$ cat src/rtl/pipelined_cla_addsub.sv
// Pipelined carry-lookahead adder/subtractor: one K-bit lookahead group resolved per stage,
// group carry registered between stages, valid/ready flow control with a single global advance.
module pipelined_cla_addsub #(
  parameter int unsigned N = 8,
  parameter int unsigned K = 4
) (
  input  logic         clk,
  input  logic         rst_n,
  input  logic         in_valid,
  output logic         in_ready,
  input  logic [N-1:0] num1,
  input  logic [N-1:0] num2,
  input  logic         sub,
  output logic         out_valid,
  input  logic         out_ready,
  output logic [N:0]   result,
  output logic         overflow
);

  localparam int unsigned S = N / K;

  if ((N % K) != 0) begin : g_param_check
    $error("pipelined_cla_addsub: N must be a multiple of K");
  end

  logic adv;

  // Per-stage inputs. x carries the unconsumed A groups in its low bits and the
  // already-resolved sum groups in its high bits, so the word is always fully used.
  logic [N-1:0] x_st [S];
  logic [N-1:0] b_st [S];
  logic         c_st [S];
  logic         v_st [S];

  assign adv      = !out_valid || out_ready;
  assign in_ready = adv;

  assign x_st[0] = num1;
  assign b_st[0] = num2 ^ {N{sub}};
  assign c_st[0] = sub;
  assign v_st[0] = in_valid;

  for (genvar s = 0; s < S; s++) begin : g_stage
    logic [K-1:0] ga;
    logic [K-1:0] gb;
    logic [K-1:0] gg;
    logic [K-1:0] gp;
    logic [K-1:0] gsum;
    logic [K:0]   gc;

    assign ga = x_st[s][K-1:0];
    assign gb = b_st[s][K-1:0];
    assign gg = ga & gb;
    assign gp = ga ^ gb;

    // Flattened lookahead: every carry is a sum of products of g/p and the group carry-in.
    always_comb begin
      logic acc;
      logic pp;
      gc    = '0;
      acc   = 1'b0;
      pp    = 1'b0;
      gc[0] = c_st[s];
      for (int i = 0; i < int'(K); i++) begin
        acc = gg[i];
        pp  = gp[i];
        for (int j = i - 1; j >= 0; j--) begin
          acc = acc | (pp & gg[j]);
          pp  = pp & gp[j];
        end
        gc[i+1] = acc | (pp & c_st[s]);
      end
    end

    assign gsum = gp ^ gc[K-1:0];

    if (s < S - 1) begin : g_mid
      logic [N-1:0] x_q;
      logic [N-1:0] b_q;
      logic         c_q;
      logic         v_q;

      always_ff @(posedge clk or negedge rst_n) begin
        if (!rst_n) begin
          x_q <= '0;
          b_q <= '0;
          c_q <= 1'b0;
          v_q <= 1'b0;
        end else if (adv) begin
          x_q <= N'({gsum, x_st[s]} >> K);
          b_q <= b_st[s] >> K;
          c_q <= gc[K];
          v_q <= v_st[s];
        end
      end

      assign x_st[s+1] = x_q;
      assign b_st[s+1] = b_q;
      assign c_st[s+1] = c_q;
      assign v_st[s+1] = v_q;
    end else begin : g_last
      // Final stage writes straight into the output registers.
      always_ff @(posedge clk or negedge rst_n) begin
        if (!rst_n) begin
          result    <= '0;
          overflow  <= 1'b0;
          out_valid <= 1'b0;
        end else if (adv) begin
          result    <= {gc[K], N'({gsum, x_st[s]} >> K)};
          overflow  <= gc[K] ^ gc[K-1];
          out_valid <= v_st[s];
        end
      end
    end
  end

endmodule

$ cat config.mk
export PLATFORM = sky130hd
export DESIGN_NAME = pipelined_cla_addsub
export DESIGN_NICKNAME = d
export VERILOG_FILES = /design/src/rtl/pipelined_cla_addsub.sv
export SDC_FILE = /design/constraint.sdc
export NUM_CORES = 1
export LEC_CHECK = 0
export BUFFER_PORTS_ARGS = -buffer_cell sky130_fd_sc_hd__buf_2
export CAP_MARGIN = 20
export CORE_ASPECT_RATIO = 1.25
export CORE_MARGIN = 2
export CORE_UTILIZATION = 46
export CTS_BUF_LIST = sky130_fd_sc_hd__clkbuf_8 sky130_fd_sc_hd__clkbuf_16
export DETAILED_ROUTE_END_ITERATION = 16
export GPL_ROUTABILITY_DRIVEN = 1
export GPL_TIMING_DRIVEN = 0
export PLACE_DENSITY = 0.78
export RECOVER_POWER = 100
export SYNTH_ARGS = -nofsm -noshare
export SYNTH_HDL_FRONTEND = slang
export SYNTH_SLANG_ARGS = --single-unit
$ cat constraint.sdc
create_clock -name clk -period 1.4 [get_ports clk]
set_input_delay 0.07 -clock clk [delete_from_list [all_inputs] [get_ports clk]]
set_output_delay 0.07 -clock clk [all_outputs]
set_load 0.1 [all_outputs]
==> results of run 1 <==
## sequential cells by signal, summed over array words and instances (netlist names)
| name | count |
|---|---|
| out_valid | 1 |
| g_stage.g_mid.c_q | 1 |
| g_stage.g_mid.b_q | 4 |
| result | 9 |
| g_stage.g_mid.x_q | 8 |
| overflow | 1 |
| g_stage.g_mid.v_q | 1 |
## worst reg2reg max path, cell delays in order (launching register included)
cell and delay [ns]:
sky130_fd_sc_hd__dfrtp_1 0.39, sky130_fd_sc_hd__ha_1 0.32, sky130_fd_sc_hd__a21o_2 0.20, sky130_fd_sc_hd__a21oi_2 0.16, sky130_fd_sc_hd__xor2_1 0.17, sky130_fd_sc_hd__a21oi_1 0.08
## cell families after synthesis
kind of cell / share of synthesized area, %
AOI/OAI and AO/OA: 13.78
muxes: 1.564
xor gates and xnor gates: 9.580
and+or+nand+nor: 13.20
DFF: 48.88
adders and majority gates: 9.385
buffers and inverters: 3.616
## per-stage QoR
step / std cells / cell area [µm²]
2_1_floorplan: 131 / 1299
3_3_place_gp: 197 / 1501
3_5_place_dp: 197 / 1501
4_1_cts: 202 / 1599
5_1_grt: 207 / 1640
6_report: 207 / 1640
## placed cells by master, fill, tap and decap left out, types with 5 or more instances in the layout
cell	count
sky130_fd_sc_hd__xor2_1	8
sky130_fd_sc_hd__clkbuf_2	15
sky130_fd_sc_hd__xnor2_1	6
sky130_fd_sc_hd__nand2_1	34
sky130_fd_sc_hd__o21ai_0	9
sky130_fd_sc_hd__nor2_1	7
sky130_fd_sc_hd__ha_1	7
sky130_fd_sc_hd__buf_2	20
sky130_fd_sc_hd__dfrtp_1	24
sky130_fd_sc_hd__a21oi_1	5
## power by group through the flow
stage	Clock [mW]	Sequential, mW	Combinational [mW]
2_1_floorplan	0	1.87	0.460
3_3_place_gp	0	1.02	1.56
3_5_place_dp	0	1.04	1.58
4_1_cts	0.416	1.03	1.64
5_1_grt	0.450	1.07	1.78
6_report	0.413	1.04	1.67
## cell type report
type	instances	area, µm²	share of cell area, %
Buffer	5	37.54	2.288
Clock buffer	3	41.29	2.517
Clock inverter	1	3.754	0.2288
Inverter	4	20.02	1.220
Multi-Input combinational cell	97	649.4	39.59
Sequential cell	25	629.4	38.37
Tap cell	34	42.54	2.593
Timing Repair Buffer	38	216.5	13.20
## cell usage after synthesis
cell                       number
sky130_fd_sc_hd__inv_1          3
sky130_fd_sc_hd__buf_2          4
sky130_fd_sc_hd__o21ai_0       11
sky130_fd_sc_hd__ha_1           8
sky130_fd_sc_hd__inv_2          1
sky130_fd_sc_hd__mux2i_1        2
sky130_fd_sc_hd__o21ai_1        2
sky130_fd_sc_hd__a21oi_1        9
sky130_fd_sc_hd__xnor2_1        6
sky130_fd_sc_hd__nor2b_2        1
sky130_fd_sc_hd__xor2_1         8
sky130_fd_sc_hd__a21o_2         1
sky130_fd_sc_hd__a21o_1         1
sky130_fd_sc_hd__nand2_1       34
sky130_fd_sc_hd__nor2_1         7
sky130_fd_sc_hd__o21bai_2       2
sky130_fd_sc_hd__a211oi_2       1
sky130_fd_sc_hd__a211oi_1       2
sky130_fd_sc_hd__fa_1           1
sky130_fd_sc_hd__buf_6          1
sky130_fd_sc_hd__dfrtp_1       25
sky130_fd_sc_hd__nand2b_1       1
## final timing paths
kind	start	to	slack, ns	depth (start not counted)
worst max-delay path	g_stage[0].g_mid.x_q[0]	result[6]	-0.04	5
worst min-delay path	in_valid	g_stage[0].g_mid.v_q	0.003	3
worst max register to register	g_stage[0].g_mid.x_q[0]	result[6]	-0.04	5
worst min register to register	g_stage[0].g_mid.v_q	g_stage[0].g_mid.v_q	0.47	2
max in group asynchronous	rst_n	out_valid	0.62	2
min in group asynchronous	rst_n	result[6]	0.34	2
## timing repair
action	4_1_cts	5_1_grt
buffers inserted	0	5
resized for setup	10	5
pin swaps	8	11
hold endpoints to repair	25	0
setup endpoints to repair	5	7
hold buffers	1	0
## per-layer routing
layer / vias to the layer above / track usage [%] / routed length, µm
li1: 513 / - / -
met1: 485 / 22.14 / 1059
met2: 24 / 32.95 / 1417
met3: 4 / 2.632 / 106
met4: 0 / 4.730 / 26
met5: - / 0 / 0
==> flow_summary.rst, run 1 <==
.. list-table::
   :header-rows: 1

   * - Metric
     - Value
   * - Library cells used by synthesis
     - 22
   * - Largest cells by area after synthesis
     - sky130_fd_sc_hd__dfrtp_1, sky130_fd_sc_hd__nand2_1, sky130_fd_sc_hd__ha_1
   * - Overall routed net length
     - 2.610 mm
   * - Actual slew at the worst max-slew pin
     - 0.6014 ns
   * - Violated checks
     - setup timing
   * - Leakage component of the power
     - 0.8257 nW
   * - Final Critical Period
     - 1.438 ns
   * - Slowest library cell on the worst path
     - sky130_fd_sc_hd__dfrtp_1
   * - Drt first pass iters
     - 4
   * - Final Hold Fails
     - 0
   * - Clock Skew
     - 0.001794 ns
   * - Fin crit share
     - 102.7%
   * - Core area
     - 2654 µm²
   * - First-pass GRT wire length
     - 4.554 mm
   * - Cell type group with the largest total delay on the critical path
     - compound AO/OA/AOI/OAI gates
   * - Path type of the worst setup path
     - reg -> reg
   * - Pwr per Cell Area
     - 1902 nW/µm²
   * - Result of the run
     - complete, but fails checks
   * - Final ANT Viol Nets
     - 0
   * - Number of setup violations in the final report
     - 3
   * - Register bit total from synthesis
     - 25
   * - Synth top area share
     - 48.88%
   * - Share of the yosys chip area belonging to registers
     - 48.88%
   * - Pwr Total
     - 3.120 mW
   * - Unrepaired setup endpoints after global routing
     - true
   * - DIE HEIGHT
     - 62.98 µm
   * - Worst Path Max Fanout
     - 2
   * - Die outline area
     - 3223 µm²
   * - Sw power
     - 1.609 mW
   * - # clock sinks
     - 25
   * - Clock buffer depth
     - 2
   * - End-of-flow core utilization
     - 61.81%
   * - Fill cell total of the finished layout
     - 233
   * - Maximum number of pins on one net before global-route repair
     - 26
   * - Avg Synthesized Cell Area
     - 9.771 µm²
   * - Remaining global-route overflow
     - 0
   * - Detailed placer's ending HPWL
     - 1.926 mm
   * - Number of buffers created by CTS
     - 3
   * - Average via count per standard cell
     - 4.957
   * - Number of levels in the clock H-tree
     - 1
   * - Hold Crit Class
     - in -> reg
   * - Number of antenna diodes
     - 0
   * - Sw frac
     - 51.56%
   * - Net count after synthesis
     - 161
   * - Synthesized instance count
     - 131
   * - Hold slack final
     - 0.003338 ns
   * - Upper clock frequency limit
     - 695.6 MHz
   * - CTS root buffer
     - sky130_fd_sc_hd__clkbuf_8
   * - Clock power share
     - 13.2%
   * - Drt initial violations
     - 5
   * - TritonCTS clock tree
     - done
   * - PnR worst setup slack
     - -0.03764 ns
   * - Max-capacitance violation count
     - 0
   * - Crit path launch type
     - register
   * - Gr usage total
     - 18.26%
   * - Area Growth Syn to Fin
     - 28.15%
   * - Fraction of layout cells with a size suffix above 1
     - 33.53%
   * - Sequence of cells on the critical path
     - ha_1, a21o_2, a21oi_2, xor2_1, a21oi_1
   * - Latest clock arrival within the worst-skew pair
     - 0.26 ns
   * - Library cell with the largest summed area after synthesis
     - sky130_fd_sc_hd__dfrtp_1
   * - Normalized max-slew margin
     - 59.91%
   * - Die width
     - 51.18 µm
   * - Part of the power in combinational logic
     - 53.6%
   * - DR DRC count
     - 0
   * - Sequential fraction of design power
     - 33.2%
   * - Internal Pwr Total
     - 1.511 mW
   * - Data required, critical path
     - 1.56 ns
   * - Area of the mapped netlist
     - 1280 µm²
   * - DP Worst Slack
     - -0.2506 ns
   * - Top-level I/O count
     - 33
   * - Crit. End Element
     - register
   * - Number of buffer and inverter instances along the worst setup path
     - 0
   * - Worst path max stage delay
     - 0.39 ns
   * - Number of nets in the layout
     - 204
   * - Highest ir drop seen on vdd
     - 0.0009056 V
   * - PortBufs
     - 32
   * - Via count of the first global-routing pass
     - 1060
   * - Max-slew violation total from the final report
     - 0
   * - Floorplan row count
     - 21
   * - Setup total negative slack
     - -0.08562 ns
   * - Total via count in the routed design
     - 1026
   * - Starting utilization of the core area
     - 48.23%
   * - Synth warnings
     - 0
   * - Global placer's final weighted congestion
     - 0.7107
   * - Arrival time worst endpoint
     - 1.59 ns
   * - Clock Pin Slew Worst Setup and Hold Paths
     - 0.08 ns
   * - Number of antenna violations at the first check in global routing
     - 0
   * - Wire length per cell after detailed routing
     - 12.61 µm
Note: power is estimated with default switching activity, not from simulation.
==> run 2: changes to the inputs <==
--- a/config.mk
+++ b/config.mk
@@ -13,7 +13,6 @@
 export CTS_BUF_LIST = sky130_fd_sc_hd__clkbuf_8 sky130_fd_sc_hd__clkbuf_16
 export DETAILED_ROUTE_END_ITERATION = 16
 export GPL_ROUTABILITY_DRIVEN = 1
-export GPL_TIMING_DRIVEN = 0
 export PLACE_DENSITY = 0.78
 export RECOVER_POWER = 100
 export SYNTH_ARGS = -nofsm -noshare
==> flow_summary.rst, run 2 (synthesis results as in run 1) <==
.. list-table::
   :header-rows: 1

   * - Metric
     - Value
   * - Result of the run
     - complete, no violations
   * - Arrival time worst endpoint
     - 1.56 ns
   * - Clock buffer depth
     - 2
   * - Remaining global-route overflow
     - 0
   * - Maximum number of pins on one net before global-route repair
     - 26
   * - Worst Hold End
     - g_stage[0].g_mid.x_q[1]
   * - Fill cell total of the finished layout
     - 231
   * - Largest registers ranked by flip-flop count
     - result: 9 flops, g_stage.g_mid.x_q: 8 flops, g_stage.g_mid.b_q: 4 flops
   * - Reg2Reg Capture Point
     - overflow
   * - Average via count per standard cell
     - 4.972
   * - Number of flip-flops under the largest register name
     - 9
   * - Starting utilization of the core area
     - 48.23%
   * - Clock Pin Slew Worst Setup and Hold Paths
     - 0.08 ns
   * - Max-capacitance violation count
     - 0
   * - Instance area after placement
     - 1548 µm²
   * - Drt initial violations
     - 13
   * - Max-slew violation total from the final report
     - 0
   * - Drt first pass iters
     - 3
   * - Area of all placed cells without fillers
     - 1667 µm²
   * - Non-filler cells, final
     - 211
   * - Final ANT Viol Nets
     - 0
   * - Final Critical Period
     - 1.399 ns
   * - Number of antenna diodes
     - 0
   * - Startpoint of the worst-slack reg-to-reg timing path
     - g_stage[0].g_mid.x_q[0]
   * - Hold Path Depth
     - 3
   * - Most used cells in the layout excluding fill and tap cells
     - sky130_fd_sc_hd__nand2_1, sky130_fd_sc_hd__dfrtp_1, sky130_fd_sc_hd__buf_2
   * - Total via count in the routed design
     - 1049
   * - Via count of the first global-routing pass
     - 992
   * - Highest ir drop seen on vdd
     - 0.001455 V
   * - Unrepaired setup endpoints after global routing
     - true
   * - Fraction of layout cells with a size suffix above 1
     - 31.64%
   * - Number of buffers created by CTS
     - 3
   * - Top-level I/O count
     - 33
   * - # clock sinks
     - 25
   * - Crit path launch type
     - register
   * - Number of antenna violations at the first check in global routing
     - 0
   * - End-of-flow core utilization
     - 62.80%
   * - Hold Crit Class
     - in -> reg
   * - Detailed placer's ending HPWL
     - 1.827 mm
   * - First-pass GRT wire length
     - 4.077 mm
   * - Die width
     - 51.18 µm
   * - Leading cell type in the layout, fill and taps excluded
     - sky130_fd_sc_hd__nand2_1
   * - Worst Path Max Fanout
     - 3
   * - Area used by sequential logic in the layout
     - 629.4 µm²
   * - Gr usage total
     - 16.54%
   * - PortBufs
     - 32
   * - CTS root buffer
     - sky130_fd_sc_hd__clkbuf_8
   * - Overall routed net length
     - 2.444 mm
   * - Setup total negative slack
     - 0 ns
   * - Crit. End Element
     - register
   * - Number of setup violations in the final report
     - 0
   * - Slowest library cell on the worst path
     - sky130_fd_sc_hd__dfrtp_1
   * - Pwr per Cell Area
     - 1855 nW/µm²
   * - Fin crit share
     - 99.96%
   * - Leakage component of the power
     - 0.8428 nW
   * - Core area
     - 2654 µm²
   * - Die outline area
     - 3223 µm²
   * - Normalized max-slew margin
     - 59.42%
   * - Pwr Total
     - 3.091 mW
   * - Upper clock frequency limit
     - 714.6 MHz
   * - Data required, critical path
     - 1.56 ns
   * - Origin of the worst min-delay path
     - num1[5]
   * - Path type of the worst setup path
     - reg -> reg
   * - Worst path max stage delay
     - 0.42 ns
   * - Number of levels in the clock H-tree
     - 1
   * - Floorplan row count
     - 21
   * - Actual slew at the worst max-slew pin
     - 0.6087 ns
   * - TritonCTS clock tree
     - done
   * - DR DRC count
     - 0
   * - DIE HEIGHT
     - 62.98 µm
   * - Footprint of the multi-input gates
     - 624.3 µm²
   * - Slack of the worst reg-to-reg path
     - 0.0006 ns
   * - Register name with the most flops
     - result
   * - Wire length per cell after detailed routing
     - 11.58 µm
   * - Dpl cells
     - 200
   * - Latest clock arrival within the worst-skew pair
     - 0.27 ns
   * - Global placer's final weighted congestion
     - 0.7637
   * - Area Growth Syn to Fin
     - 30.21%
   * - Clock Skew
     - 0.002234 ns
   * - Sequence of cells on the critical path
     - ha_4, a211oi_2, o21bai_2, mux2i_1, a21oi_1
   * - Final Hold Fails
     - 0
   * - Number of nets in the layout
     - 208
   * - Number of cells on the worst reg-to-reg path
     - 5
run 2: changes by cell type in the layout (fill, tap and decap cells not counted), sizes merged:
cell | before | now
clkbuf | 19 | 18
dlygate4sd3 | 1 | 3
buf | 26 | 29
run 2: worst max path at each step:
stage	from	end	slack [ns]	cells past startpoint
floorplan	g_stage[0].g_mid.b_q[0]	overflow	0.003	5
global placement	g_stage[0].g_mid.b_q[0]	overflow	-0.04	5
detailed placement	g_stage[0].g_mid.b_q[0]	result[8]	-0.09	5
CTS	g_stage[0].g_mid.x_q[0]	result[6]	-0.0005	5
global route	g_stage[0].g_mid.x_q[0]	overflow	-0.09	5
finish	g_stage[0].g_mid.x_q[0]	overflow	0.0006	5
run 2: power by group:
group          total [mW]  switching (mW)  internal (mW)  leakage, nW
clock network       0.407           0.211          0.196       0.0269
logic                1.65            1.25          0.404        0.519
registers            1.03           0.113          0.916        0.297
run 2: through the flow:
stage | hold slack [ns] | worst slack [ns]
floorplan | -0.2256 | 0.002824
global placement | 0.07788 | -0.04208
detailed placement | 0.08437 | -0.08921
CTS | 0.01409 | -0.0005479
global route | 0.01738 | -0.08591
finish | 0.01458 | 0.0006052
run 2: repair_timing:
item,4_1_cts,5_1_grt
setup buffers,0,4
gates resized for setup,4,2
pin swaps,6,3
hold buffers,3,0
endpoints found under the setup margin,5,5
hold endpoints to repair,27,0
run 2: cell type report:
| type | instances | share of cell area [%] |
|---|---|---|
| clock buffer | 3 | 2.477 |
| clock inverter | 1 | 0.2252 |
| inverter | 4 | 1.201 |
| multi-input combinational | 97 | 37.46 |
| sequential | 25 | 37.76 |
| tap | 34 | 2.553 |
| timing repair buffer | 47 | 18.32 |
run 2: metal layers:
layer	part of all wire (%)	wire length [µm]	track usage [%]
met1	41	1009	19.81
met2	53	1294	28.73
met3	3.8	94	2.392
met4	1.8	44	7.095
met5	0	0	0
run 2: critical path, delay by kind of cell, from the launching register on:
kind / cells / cell delay [ns]
fa+ha+maj: 1 / 0.25
flops: 1 / 0.42
mux: 1 / 0.16
compound gates: 3 / 0.46
==> run 3: changes to the inputs <==
--- a/config.mk
+++ b/config.mk
@@ -9,11 +9,11 @@
 export CAP_MARGIN = 20
 export CORE_ASPECT_RATIO = 1.25
 export CORE_MARGIN = 2
-export CORE_UTILIZATION = 46
+export CORE_UTILIZATION = 50
 export CTS_BUF_LIST = sky130_fd_sc_hd__clkbuf_8 sky130_fd_sc_hd__clkbuf_16
 export DETAILED_ROUTE_END_ITERATION = 16
 export GPL_ROUTABILITY_DRIVEN = 1
-export PLACE_DENSITY = 0.78
+export PLACE_DENSITY = 0.8
 export RECOVER_POWER = 100
 export SYNTH_ARGS = -nofsm -noshare
 export SYNTH_HDL_FRONTEND = slang
==> constraint.sdc (replaced) <==
create_clock -name clk -period 1.77 [get_ports clk]
set_input_delay 0.0885 -clock clk [delete_from_list [all_inputs] [get_ports clk]]
set_output_delay 0.0885 -clock clk [all_outputs]
set_load 0.1 [all_outputs]
==> flow_summary.rst, run 3 (synthesis results as in run 1) <==
.. list-table::
   :header-rows: 1

   * - Metric
     - Value
   * - CTS root buffer
     - sky130_fd_sc_hd__clkbuf_8
   * - Fin crit share
     - 90.55%
   * - TritonCTS clock tree
     - done
   * - Total via count in the routed design
     - 990
   * - Setup total negative slack
     - 0 ns
   * - Fraction of layout cells with a size suffix above 1
     - 24.85%
   * - Hold Crit Class
     - in -> reg
   * - Sw power
     - 1.218 mW
   * - Gr usage total
     - 17.22%
   * - Reg2Reg Capture Point
     - result[8]
   * - Floorplan row count
     - 20
   * - Worst setup path endpoint
     - in_ready
   * - Average via count per standard cell
     - 5.000
   * - Final ANT Viol Nets
     - 0
   * - Starting utilization of the core area
     - 52.73%
   * - Number of antenna violations at the first check in global routing
     - 0
   * - Number of buffers created by CTS
     - 3
   * - Arrival time worst endpoint
     - 1.51 ns
   * - Slowest library cell on the worst path
     - sky130_fd_sc_hd__clkbuf_2
   * - Leading cell type in the layout, fill and taps excluded
     - sky130_fd_sc_hd__nand2_1
   * - Sequence of cells on the critical path
     - nor2b_1, inv_2, clkbuf_2
   * - Area Growth Syn to Fin
     - 17.79%
   * - Via count of the first global-routing pass
     - 1007
   * - Path type of the worst setup path
     - reg -> out
   * - Crit path launch type
     - register
   * - Latest clock arrival within the worst-skew pair
     - 0.26 ns
   * - Maximum number of pins on one net before global-route repair
     - 26
   * - End-of-flow core utilization
     - 62.11%
   * - PortBufs
     - 32
   * - Most used cells in the layout excluding fill and tap cells
     - sky130_fd_sc_hd__nand2_1, sky130_fd_sc_hd__dfrtp_1, sky130_fd_sc_hd__buf_2
   * - Number of antenna diodes
     - 0
   * - Upper clock frequency limit
     - 623.9 MHz
   * - Internal Pwr Total
     - 1.129 mW
   * - Number of setup violations in the final report
     - 0
   * - Sequential fraction of design power
     - 34.1%
   * - Area used by sequential logic in the layout
     - 626.9 µm²
   * - Crit path launch
     - out_valid
   * - Max-slew violation total from the final report
     - 0
   * - Pwr Total
     - 2.347 mW
   * - Core area
     - 2427 µm²
   * - Number of cells on the worst reg-to-reg path
     - 5
   * - Drt initial violations
     - 10
   * - Pwr per Cell Area
     - 1557 nW/µm²
   * - Wire length per cell after detailed routing
     - 11.47 µm
   * - Drt first pass iters
     - 4
   * - Number of nets in the layout
     - 196
   * - Result of the run
     - complete, no violations
   * - # clock sinks
     - 25
   * - Number of levels in the clock H-tree
     - 1
   * - Slack of the worst reg-to-reg path
     - 0.24 ns
   * - Max-capacitance violation count
     - 0
   * - Actual slew at the worst max-slew pin
     - 0.5395 ns
   * - Highest ir drop seen on vdd
     - 0.001220 V
   * - Hold slack final
     - 0.01969 ns
   * - Worst Path Max Fanout
     - 14
   * - Buffers inserted by post-CTS timing repair
     - 0
   * - Count of instances resized after the clock tree is built
     - 0
   * - Clock Skew
     - 0.003737 ns
   * - Detailed placer's ending HPWL
     - 1.795 mm
   * - Remaining global-route overflow
     - 0
   * - Die width
     - 49.26 µm
   * - Sw frac
     - 51.88%
   * - Final Critical Period
     - 1.603 ns
   * - DR DRC count
     - 0
   * - DIE HEIGHT
     - 60.57 µm
   * - Unrepaired setup endpoints after global routing
     - false
   * - Startpoint of the worst-slack reg-to-reg timing path
     - g_stage[0].g_mid.b_q[0]
   * - Clock buffer depth
     - 2
   * - Fill cell total of the finished layout
     - 239
   * - Final Hold Fails
     - 0
   * - Largest registers ranked by flip-flop count
     - result: 9 flops, g_stage.g_mid.x_q: 8 flops, g_stage.g_mid.b_q: 4 flops
   * - Leakage component of the power
     - 0.7695 nW
   * - Die outline area
     - 2983 µm²
   * - Data required, critical path
     - 1.68 ns
   * - Crit. End Element
     - output pin
   * - Footprint of the multi-input gates
     - 600.6 µm²
   * - Clock power share
     - 13.8%
   * - Area of all placed cells without fillers
     - 1508 µm²
   * - Number of flip-flops under the largest register name
     - 9
   * - First-pass GRT wire length
     - 3.974 mm
   * - Part of the power in combinational logic
     - 52.0%
   * - Global placer's final weighted congestion
     - 0.7684
   * - Normalized max-slew margin
     - 64.19%
   * - Clock Pin Slew Worst Setup and Hold Paths
     - 0.08 ns
   * - Worst path max stage delay
     - 0.50 ns
   * - Register name with the most flops
     - result
   * - Instance area after placement
     - 1466 µm²
   * - Overall routed net length
     - 2.272 mm
   * - Top-level I/O count
     - 33
[run 3: cell count changes in the layout (fill, tap and decap cells not counted), moves of 2 or more]
cell / before / now
sky130_fd_sc_hd__dlygate4sd3_1: 3 / 1
sky130_fd_sc_hd__buf_12: 2 / 0
sky130_fd_sc_hd__clkbuf_4: 2 / 0
sky130_fd_sc_hd__buf_4: 8 / 0
[run 3: metal layers]
layer | track usage, % | wire (µm) | vias to the layer above
li1 | - | - | 501
met1 | 18.45 | 957 | 460
met2 | 33.59 | 1177 | 26
met3 | 2.709 | 112 | 3
met4 | 7.755 | 24 | 0
met5 | 0 | 0 | -
[run 3: final cells by class]
type | count | share of cell area [%]
Sequential cell | 25 | 41.58
Multi-Input combinational cell | 97 | 39.83
Timing Repair Buffer | 35 | 11.87
Clock buffer | 3 | 2.739
Tap cell | 33 | 2.739
Inverter | 4 | 0.9958
Clock inverter | 1 | 0.2490
[run 3: worst min-delay path by stage]
stage / start / end / slack (ns) / depth (start not counted)
2_1_floorplan: rst_n / g_stage[0].g_mid.b_q[0] / -0.21 / 0
3_3_place_gp: rst_n / result[5] / 0.1 / 1
3_5_place_dp: rst_n / result[5] / 0.10 / 1
4_1_cts: num1[5] / g_stage[0].g_mid.x_q[1] / 0.02 / 3
5_1_grt: num1[5] / g_stage[0].g_mid.x_q[1] / 0.03 / 3
6_report: num1[5] / g_stage[0].g_mid.x_q[1] / 0.02 / 3
[run 3: what timing repair did]
item / 4_1_cts / 5_1_grt
endpoints found under the setup margin: 0 / 0
hold endpoints to repair: 25 / 0
hold buffers: 1 / 0
[run 3: worst max-delay path: cells and delay by family (launching register included)]
kind	cells	cell delay, ns
AND/OR/NAND/NOR	1	0.15
buffers and inverters	2	0.69
flip-flops	1	0.40
[run 3: power groups by stage]
| stage | Clock, mW | Combinational [mW] | Sequential, mW |
|---|---|---|---|
| 2_1_floorplan | 0 | 0.356 | 1.48 |
| 3_3_place_gp | 0 | 1.22 | 0.804 |
| 3_5_place_dp | 0 | 1.24 | 0.813 |
| 4_1_cts | 0.333 | 1.24 | 0.801 |
| 5_1_grt | 0.348 | 1.29 | 0.826 |
| 6_report | 0.324 | 1.22 | 0.801 |
[run 3: stage by stage]
| stage | setup WS [ns] | cells |
|---|---|---|
| after floorplan | 0.04305 | 131 |
| after global placement | 0.2435 | 193 |
| after detailed placement | 0.1513 | 193 |
| after CTS | 0.1818 | 198 |
| after global routing | 0.09381 | 198 |
| final | 0.1673 | 198 |
